`config.mk`:
```
export PLATFORM = sky130hd
export DESIGN_NAME = mac_selftest_flat
export DESIGN_NICKNAME = d
export VERILOG_FILES = /design/src/rtl/mac_selftest_pkg.sv /design/src/rtl/mac_selftest_if.sv /design/src/rtl/mac_pipe.sv /design/src/rtl/mac_selftest.sv /design/src/flat_wrapper.sv
export SDC_FILE = /design/constraint.sdc
export NUM_CORES = 1
export LEC_CHECK = 0
export BUFFER_PORTS_ARGS = -buffer_cell sky130_fd_sc_hd__buf_2
export CAP_MARGIN = 15
export CORE_MARGIN = 2
export CORE_UTILIZATION = 31
export CTS_BUF_LIST = sky130_fd_sc_hd__clkbuf_2
export CTS_CLUSTER_DIAMETER = 200
export DETAILED_ROUTE_END_ITERATION = 7
export GPL_TIMING_DRIVEN = 0
export MAX_ROUTING_LAYER = met4
export PLACE_DENSITY = 0.44
export SYNTH_ARGS = -nofsm -noshare
export SYNTH_HDL_FRONTEND = slang
export SYNTH_SLANG_ARGS = --single-unit
export TNS_END_PERCENT = 1
```
`constraint.sdc`:
```
create_clock -name clk -period 17.4 [get_ports clk]
set_input_delay 3.48 -clock clk [delete_from_list [all_inputs] [get_ports clk]]
set_output_delay 3.48 -clock clk [all_outputs]
set_load 0.05 [all_outputs]
```
`src/rtl/mac_selftest_pkg.sv`:
```
// mac_selftest_pkg
//   Shared definitions for the MAC built-in self-test.
//   - state_t      : FSM state encoding
//   - LFSR_TAPS    : feedback mask for the 32-bit Fibonacci LFSR
//                    (x^32 + x^22 + x^2 + x + 1 -> bits 31, 21, 1, 0)
//   - DEFAULT_SEED : power-on LFSR seed
package mac_selftest_pkg;

    typedef enum logic [2:0] {
        ST_IDLE = 3'd0,
        ST_LOAD = 3'd1,
        ST_MUL  = 3'd2,
        ST_CMP  = 3'd3,
        ST_DONE = 3'd4
    } state_t;

    localparam logic [31:0] LFSR_TAPS    = 32'h8020_0003;
    localparam logic [31:0] DEFAULT_SEED = 32'hACE1_0001;

endpackage

```
`src/rtl/mac_selftest_if.sv`:
```
// mac_selftest_if
//   Control/status bundle of the MAC self-test.
//   Ports (master = controller side, slave = mac_selftest):
//   - start      : one-cycle pulse, begins a run from IDLE or DONE
//   - inject_err : sampled in LOAD, flips bit 0 of that op's DSP product
//   - busy       : run in progress
//   - done       : run finished, held until next start or reset
//   - pass       : done with zero mismatches
//   - err_count  : saturating mismatch count of the current run
//   - ops_done   : operations compared so far in the current run
interface mac_selftest_if;

    logic        start;
    logic        inject_err;
    logic        busy;
    logic        done;
    logic        pass;
    logic [15:0] err_count;
    logic [15:0] ops_done;

    modport master (
        output start,
        output inject_err,
        input  busy,
        input  done,
        input  pass,
        input  err_count,
        input  ops_done
    );

    modport slave (
        input  start,
        input  inject_err,
        output busy,
        output done,
        output pass,
        output err_count,
        output ops_done
    );

endinterface

```
`src/rtl/mac_pipe.sv`:
```
// mac_pipe
//   Registered unsigned a*b with PIPE register stages, shaped so yosys
//   can map it onto an SB_MAC16 (input regs, product reg, output reg).
//   The data path has no reset; the caller holds a/b stable until the
//   result has been consumed.
//   Ports:
//   - clk : system clock
//   - a   : multiplicand (WIDTH bits)
//   - b   : multiplier   (WIDTH bits)
//   - p   : product (2*WIDTH bits), valid PIPE cycles after a/b change
module mac_pipe #(
    parameter int WIDTH = 16,
    parameter int PIPE  = 2
) (
    input  logic                 clk,
    input  logic [WIDTH-1:0]     a,
    input  logic [WIDTH-1:0]     b,
    output logic [2*WIDTH-1:0]   p
);

    localparam logic [WIDTH-1:0] ZERO_W = '0;

    logic [2*WIDTH-1:0] prod_d;

    if (PIPE == 1) begin : g_pipe1
        logic [2*WIDTH-1:0] prod_q;

        always_comb prod_d = {ZERO_W, a} * {ZERO_W, b};

        always_ff @(posedge clk) begin
            prod_q <= prod_d;
        end

        assign p = prod_q;
    end else begin : g_pipen
        logic [WIDTH-1:0]   a_q;
        logic [WIDTH-1:0]   b_q;
        logic [2*WIDTH-1:0] prod_q;

        always_comb prod_d = {ZERO_W, a_q} * {ZERO_W, b_q};

        always_ff @(posedge clk) begin
            a_q    <= a;
            b_q    <= b;
            prod_q <= prod_d;
        end

        if (PIPE >= 3) begin : g_outreg
            logic [2*WIDTH-1:0] out_q;

            always_ff @(posedge clk) begin
                out_q <= prod_q;
            end

            assign p = out_q;
        end else begin : g_noout
            assign p = prod_q;
        end
    end

endmodule

```
`src/rtl/mac_selftest.sv`:
```
// mac_selftest
//   Built-in self-test of the MAC path. LFSR operands feed a pipelined
//   DSP multiplier (mac_pipe) and a fabric shift-add reference; both
//   products are accumulated and the accumulators compared after every
//   op. Outputs come straight from flops/state, ready for LED drive.
//   Ports:
//   - clk : system clock
//   - rst : asynchronous active-high reset
//   - bus : mac_selftest_if.slave (start, inject_err in; busy, done,
//           pass, err_count, ops_done out)
//
//   state | meaning
//   ------+-------------------------------------------------------------
//   IDLE  | after reset, waiting for start
//   LOAD  | latch a/b/inject_err, feed DSP path, clear reference, step LFSR
//   MUL   | WIDTH shift-add steps; DSP result settles and holds
//   CMP   | accumulate both products, compare, count
//   DONE  | run complete, results held until start
module mac_selftest
    import mac_selftest_pkg::*;
#(
    parameter int          WIDTH     = 16,
    parameter int          ACC_WIDTH = 32,
    parameter int          NUM_OPS   = 256,
    parameter int          PIPE      = 2,
    parameter logic [31:0] SEED      = DEFAULT_SEED
) (
    input  logic          clk,
    input  logic          rst,
    mac_selftest_if.slave bus
);

    localparam int              CW         = (WIDTH > 1) ? $clog2(WIDTH) : 1;
    localparam logic [CW-1:0]   CNT_LAST   = CW'(WIDTH - 1);
    localparam logic [15:0]     OPS_TARGET = 16'(NUM_OPS);
    // An all-zero Fibonacci LFSR would lock up.
    localparam logic [31:0]     SEED_EFF   = (SEED == 32'd0) ? 32'd1 : SEED;
    localparam logic [WIDTH-1:0] ZERO_W    = '0;

    state_t                 state_q,   state_d;
    logic [31:0]            lfsr_q,    lfsr_d;
    logic [WIDTH-1:0]       a_q,       a_d;
    logic [WIDTH-1:0]       b_q,       b_d;
    logic                   inj_q,     inj_d;
    logic [CW-1:0]          cnt_q,     cnt_d;
    logic [2*WIDTH-1:0]     ref_q,     ref_d;
    logic [ACC_WIDTH-1:0]   acc_dsp_q, acc_dsp_d;
    logic [ACC_WIDTH-1:0]   acc_ref_q, acc_ref_d;
    logic [15:0]            err_q,     err_d;
    logic [15:0]            ops_q,     ops_d;

    logic                   lfsr_fb;
    logic [WIDTH-1:0]       dsp_a;
    logic [WIDTH-1:0]       dsp_b;
    logic [2*WIDTH-1:0]     dsp_p;
    logic [2*WIDTH-1:0]     dsp_prod;

    assign lfsr_fb = ^(lfsr_q & LFSR_TAPS);

    // Operands go to the DSP straight from the LFSR during LOAD, then from
    // the latched copies so the pipeline output stays put through CMP.
    assign dsp_a = (state_q == ST_LOAD) ? lfsr_q[WIDTH-1:0]       : a_q;
    assign dsp_b = (state_q == ST_LOAD) ? lfsr_q[2*WIDTH-1:WIDTH] : b_q;

    mac_pipe #(
        .WIDTH (WIDTH),
        .PIPE  (PIPE)
    ) u_mac_pipe (
        .clk (clk),
        .a   (dsp_a),
        .b   (dsp_b),
        .p   (dsp_p)
    );

    assign dsp_prod = dsp_p ^ {{(2*WIDTH-1){1'b0}}, inj_q};

    always_comb begin
        state_d   = state_q;
        lfsr_d    = lfsr_q;
        a_d       = a_q;
        b_d       = b_q;
        inj_d     = inj_q;
        cnt_d     = cnt_q;
        ref_d     = ref_q;
        acc_dsp_d = acc_dsp_q;
        acc_ref_d = acc_ref_q;
        err_d     = err_q;
        ops_d     = ops_q;

        case (state_q)
            ST_IDLE, ST_DONE: begin
                if (bus.start) begin
                    state_d   = ST_LOAD;
                    acc_dsp_d = '0;
                    acc_ref_d = '0;
                    err_d     = '0;
                    ops_d     = '0;
                end
            end
            ST_LOAD: begin
                a_d     = lfsr_q[WIDTH-1:0];
                b_d     = lfsr_q[2*WIDTH-1:WIDTH];
                inj_d   = bus.inject_err;
                ref_d   = '0;
                cnt_d   = '0;
                lfsr_d  = {lfsr_q[30:0], lfsr_fb};
                state_d = ST_MUL;
            end
            ST_MUL: begin
                if (a_q[cnt_q]) begin
                    ref_d = ref_q + ({ZERO_W, b_q} << cnt_q);
                end
                if (cnt_q == CNT_LAST) begin
                    state_d = ST_CMP;
                end else begin
                    cnt_d = cnt_q + 1'b1;
                end
            end
            ST_CMP: begin
                acc_dsp_d = acc_dsp_q + ACC_WIDTH'(dsp_prod);
                acc_ref_d = acc_ref_q + ACC_WIDTH'(ref_q);
                if ((acc_dsp_d != acc_ref_d) && (err_q != 16'hFFFF)) begin
                    err_d = err_q + 16'd1;
                end
                ops_d   = ops_q + 16'd1;
                state_d = (ops_d == OPS_TARGET) ? ST_DONE : ST_LOAD;
            end
            default: begin
                state_d = ST_IDLE;
            end
        endcase
    end

    always_ff @(posedge clk or posedge rst) begin
        if (rst) begin
            state_q   <= ST_IDLE;
            lfsr_q    <= SEED_EFF;
            a_q       <= '0;
            b_q       <= '0;
            inj_q     <= 1'b0;
            cnt_q     <= '0;
            ref_q     <= '0;
            acc_dsp_q <= '0;
            acc_ref_q <= '0;
            err_q     <= '0;
            ops_q     <= '0;
        end else begin
            state_q   <= state_d;
            lfsr_q    <= lfsr_d;
            a_q       <= a_d;
            b_q       <= b_d;
            inj_q     <= inj_d;
            cnt_q     <= cnt_d;
            ref_q     <= ref_d;
            acc_dsp_q <= acc_dsp_d;
            acc_ref_q <= acc_ref_d;
            err_q     <= err_d;
            ops_q     <= ops_d;
        end
    end

    assign bus.busy      = (state_q == ST_LOAD) || (state_q == ST_MUL) || (state_q == ST_CMP);
    assign bus.done      = (state_q == ST_DONE);
    assign bus.pass      = (state_q == ST_DONE) && (err_q == 16'd0);
    assign bus.err_count = err_q;
    assign bus.ops_done  = ops_q;

endmodule

```
`src/flat_wrapper.sv`:
```
// flat-port wrapper written by rule: the top's interface ports become plain ports
module mac_selftest_flat import mac_selftest_pkg::*;
#(
    parameter int          WIDTH     = 16,
    parameter int          ACC_WIDTH = 32,
    parameter int          NUM_OPS   = 256,
    parameter int          PIPE      = 2,
    parameter logic [31:0] SEED      = DEFAULT_SEED
)
  (clk, rst, bus_start, bus_inject_err, bus_busy, bus_done, bus_pass, bus_err_count, bus_ops_done);
  mac_selftest_if bus_i ();
  input  logic clk;
  input  logic rst;
  input wire logic [$bits(bus_i.start)-1:0] bus_start;
  input wire logic [$bits(bus_i.inject_err)-1:0] bus_inject_err;
  output wire logic [$bits(bus_i.busy)-1:0] bus_busy;
  output wire logic [$bits(bus_i.done)-1:0] bus_done;
  output wire logic [$bits(bus_i.pass)-1:0] bus_pass;
  output wire logic [$bits(bus_i.err_count)-1:0] bus_err_count;
  output wire logic [$bits(bus_i.ops_done)-1:0] bus_ops_done;
  assign bus_i.start = bus_start;
  assign bus_i.inject_err = bus_inject_err;
  assign bus_busy = bus_i.busy;
  assign bus_done = bus_i.done;
  assign bus_pass = bus_i.pass;
  assign bus_err_count = bus_i.err_count;
  assign bus_ops_done = bus_i.ops_done;
  mac_selftest #(.WIDTH(WIDTH), .ACC_WIDTH(ACC_WIDTH), .NUM_OPS(NUM_OPS), .PIPE(PIPE), .SEED(SEED)) u_core (.clk(clk), .rst(rst), .bus(bus_i));
endmodule
```
==> metrics.txt <==
run status=complete, no violations; GRT Util Overall=18.8%; initial core utilization=31.4%; Flop pwr share=38.4%; FMAX=136 MHz; hold depth=2; synthesis-to-layout area growth=9.44%; Max-Cap Viols=0; Area contributors post-synth=dfrtp_1, fa_1, ha_1; TritonCTS clock tree=done; number of I/O pins=39; Gate power share=32.8%; CTS Buf Count=80; clock insertion delay at the later pin of the skew report=1080 ps; Die Width=279 um; Avg WL per Cell=18.5 um; Worst Hold Class=flip-flop to flip-flop; largest net degree at the start of global routing=114; Clock power frac=28.7%; Sw Pwr=0.764 mW; initial antenna violation count=1; Int Pwr=1.01 mW; yosys warns=0; CTS HTree Levels=3; Detailed Place HPWL=55700 um; cell taking the most area after synthesis=dfrtp_1; Mean Syn Cell Area=8.92 um2; syn_nets=3028; Antenna Nets Post-Route=0; RD Place Congestion=0.872; Post-synth EDFFs=0; total die area=0.0778 mm2; RSZ-0062 raised after global routing=false; Worst Path Max Fanout=10; initial drt markers=1262; WS Path Type=flip-flop to flip-flop; Site Rows=100; Sw Ratio=43.2%; number of fill cells in the layout=7745; share of cells above drive strength 1=7.76%; Seq/Total Area, Yosys=26.9%; R2R cell count=25; Worst-Margin Slew=978 ps; first-pass GRT wire length=110000 um; Worst Skew=116 ps; Period minus WS final=7360 ps; Mapped Area=0.0234 mm2; Layout Utilization=34.3%; # setup viols final=0; maximum VDD drop=46.7 uV; GRT overflow=0; CTS sink cnt=264; Reg clk slew, reported paths=100 ps; Critical Path RT=18400 ps; CP Launch Type=flip-flop; Synth Flop Type=dfrtp_1; Core Box Area=0.0747 mm2; vias in the first global route=18900; vias=18700; Critical Path AT=8360 ps; vias per cell=4.94; LEAKAGE=12.7 nW; Slew headroom=34.5%; DRT Pass-1 Iters=5; Layout Nets=3150; Post-Syn Instances=2626; #FFs+latches synth=264; top cell type's share of synthesized area=20.4%; CP endpoint kind=flip-flop; clk buf depth=3; final hold vios=0; Total Wirelength=70100 um; I/O Buffers=38; clk root buf=clkbuf_2; Slew Viols, Final=0; Tcrit/Tclk final=42.3%; DIE HEIGHT=279 um; setup_tns=0 ps; post-cts sizing count=0; Post-CTS Hold Buffers=0; PD cells=69.0 mW/mm2; DRC=0; ys async rst share=75.8%; setup bufs post-CTS=0; Netlist cell types=73
## critical path, stage by stage (launching register included)
cell	delay [ps]
dfxtp_1	530
clkbuf_1	530
nand2_1	160
fa_1	530
fa_1	480
fa_1	550
fa_1	550
inv_1	50
fa_1	470
inv_1	50
fa_1	470
inv_1	40
ha_1	350
a21o_1	230
a21o_1	180
a21oi_1	190
o21a_1	150
o21ai_0	80
a21oi_1	300
o21ai_0	260
o221ai_1	350
o21ai_0	210
nor3_1	230
o21bai_1	110
a21oi_1	180
xnor2_1	130
## path summary, 6_finish.rpt
path	endpoint	startpoint	slack, ps
worst max-delay path	u_core.u_mac_pipe.p[30]	u_core.u_mac_pipe.g_pipen.a_q[9]	10040
worst min-delay path	u_core.lfsr_q[23]	u_core.lfsr_q[23]	460
worst max register to register	u_core.u_mac_pipe.p[30]	u_core.u_mac_pipe.g_pipen.a_q[9]	10040
worst min register to register	u_core.lfsr_q[23]	u_core.lfsr_q[23]	460
max in group asynchronous	u_core.acc_dsp_q[20]	rst	13680
min in group asynchronous	u_core.cnt_q[1]	rst	2550
## flip-flops by register name (all words and copies together) (netlist names)
| name | flops |
|---|---|
| u_core.acc_dsp_q | 32 |
| u_core.acc_ref_q | 32 |
| u_core.lfsr_q | 32 |
| u_core.ref_q | 32 |
| u_core.u_mac_pipe.p | 32 |
| u_core.a_q | 16 |
| u_core.b_q | 16 |
| u_core.bus.err_count | 16 |
| u_core.bus.ops_done | 16 |
| u_core.u_mac_pipe.g_pipen.a_q | 16 |
| u_core.u_mac_pipe.g_pipen.b_q | 16 |
| u_core.cnt_q | 4 |
| u_core.state_q | 3 |
| u_core.inj_q | 1 |
## per-layer routing
metal	global-route usage, %	share of wire (%)
met2	29.2	45
met4	4.60	1.8
met1	26.0	49
met3	2.54	3.6
met5	-	0
## cells by family (layout without fill, tap and decap cells)
group,after synthesis,after routing,synth area share (%)
compound gates,530,530,14.8
xor+xnor,150,150,5.61
fa+ha+maj,398,398,27.6
buf+inv,376,560,6.08
flops,264,264,26.9
mux,29,29,1.81
other cells,0,1,0
simple gates,879,879,17.2
## cell usage in the layout, fill, tap and decap left out, types with 10 or more instances in the layout
master,Yosys,layout
a211oi_1,20,20
a21o_1,44,44
a21oi_1,126,126
a22o_1,54,54
a31oi_1,33,33
and2_1,128,128
and3_1,19,19
buf_2,4,43
clkbuf_1,103,103
clkbuf_2,0,121
clkinv_1,0,13
dfrtp_1,191,191
dfxtp_1,64,64
fa_1,197,197
ha_1,201,201
inv_1,259,258
mux2i_1,12,12
mux4_2,10,10
nand2_1,432,432
nand3_1,65,65
nand4_1,28,28
nor2_1,116,116
nor2b_1,12,12
nor3_1,32,32
nor4_1,11,11
o21a_1,16,16
o21ai_0,132,132
o21bai_1,25,25
o31ai_1,10,10
xnor2_1,96,96
xor2_1,54,54
## layout make-up
type	count	area (um2)	share of cell area (%)
inverters	259	980	3.82
clock inverters	23	161	0.629
plain buffers	117	452	1.76
repair buffers	40	223	0.868
flip-flops and latches	264	6300	24.6
well taps	969	1210	4.73
clock buffers	121	606	2.36
multi-input cells	1986	15700	61.3
diodes	1	2.50	0.00976
## stage by stage
step / cells / setup WS (ps) / hold slack, ps / instance area, um2 / total power [mW]
2_1_floorplan: 2626 / 8480 / 439 / 23400 / 1.07
3_3_place_gp: 3633 / 5360 / 447 / 24800 / 1.27
3_5_place_dp: 3635 / 9950 / 450 / 24900 / 1.28
4_1_cts: 3779 / 10040 / 467 / 25600 / 1.81
5_1_grt: 3780 / 9620 / 473 / 25600 / 1.90
6_report: 3780 / 10040 / 462 / 25600 / 1.77
## synthesized netlist by cell type (9+ instances only)
| library cell | n |
|---|---|
| nand2_1 | 432 |
| inv_1 | 259 |
| ha_1 | 201 |
| fa_1 | 197 |
| dfrtp_1 | 191 |
| o21ai_0 | 132 |
| and2_1 | 128 |
| a21oi_1 | 126 |
| nor2_1 | 116 |
| clkbuf_1 | 103 |
| xnor2_1 | 96 |
| nand3_1 | 65 |
| dfxtp_1 | 64 |
| a22o_1 | 54 |
| xor2_1 | 54 |
| a21o_1 | 44 |
| a31oi_1 | 33 |
| nor3_1 | 32 |
| nand4_1 | 28 |
| o21bai_1 | 25 |
| a211oi_1 | 20 |
| and3_1 | 19 |
| o21a_1 | 16 |
| mux2i_1 | 12 |
| nor2b_1 | 12 |
| nor4_1 | 11 |
| mux4_2 | 10 |
| o31ai_1 | 10 |
| buf_1 | 9 |
| dfstp_2 | 9 |
| nand2b_1 | 9 |
## power groups by stage
stage          combinational [mW]  sequential (mW)  clock (mW)
2_1_floorplan               0.344            0.724           0
3_3_place_gp                0.580            0.691           0
3_5_place_dp                0.586            0.693           0
4_1_cts                     0.588            0.680       0.541
5_1_grt                     0.640            0.686       0.573
6_report                    0.582            0.681       0.509
Note: power is estimated with default switching activity, not from simulation.
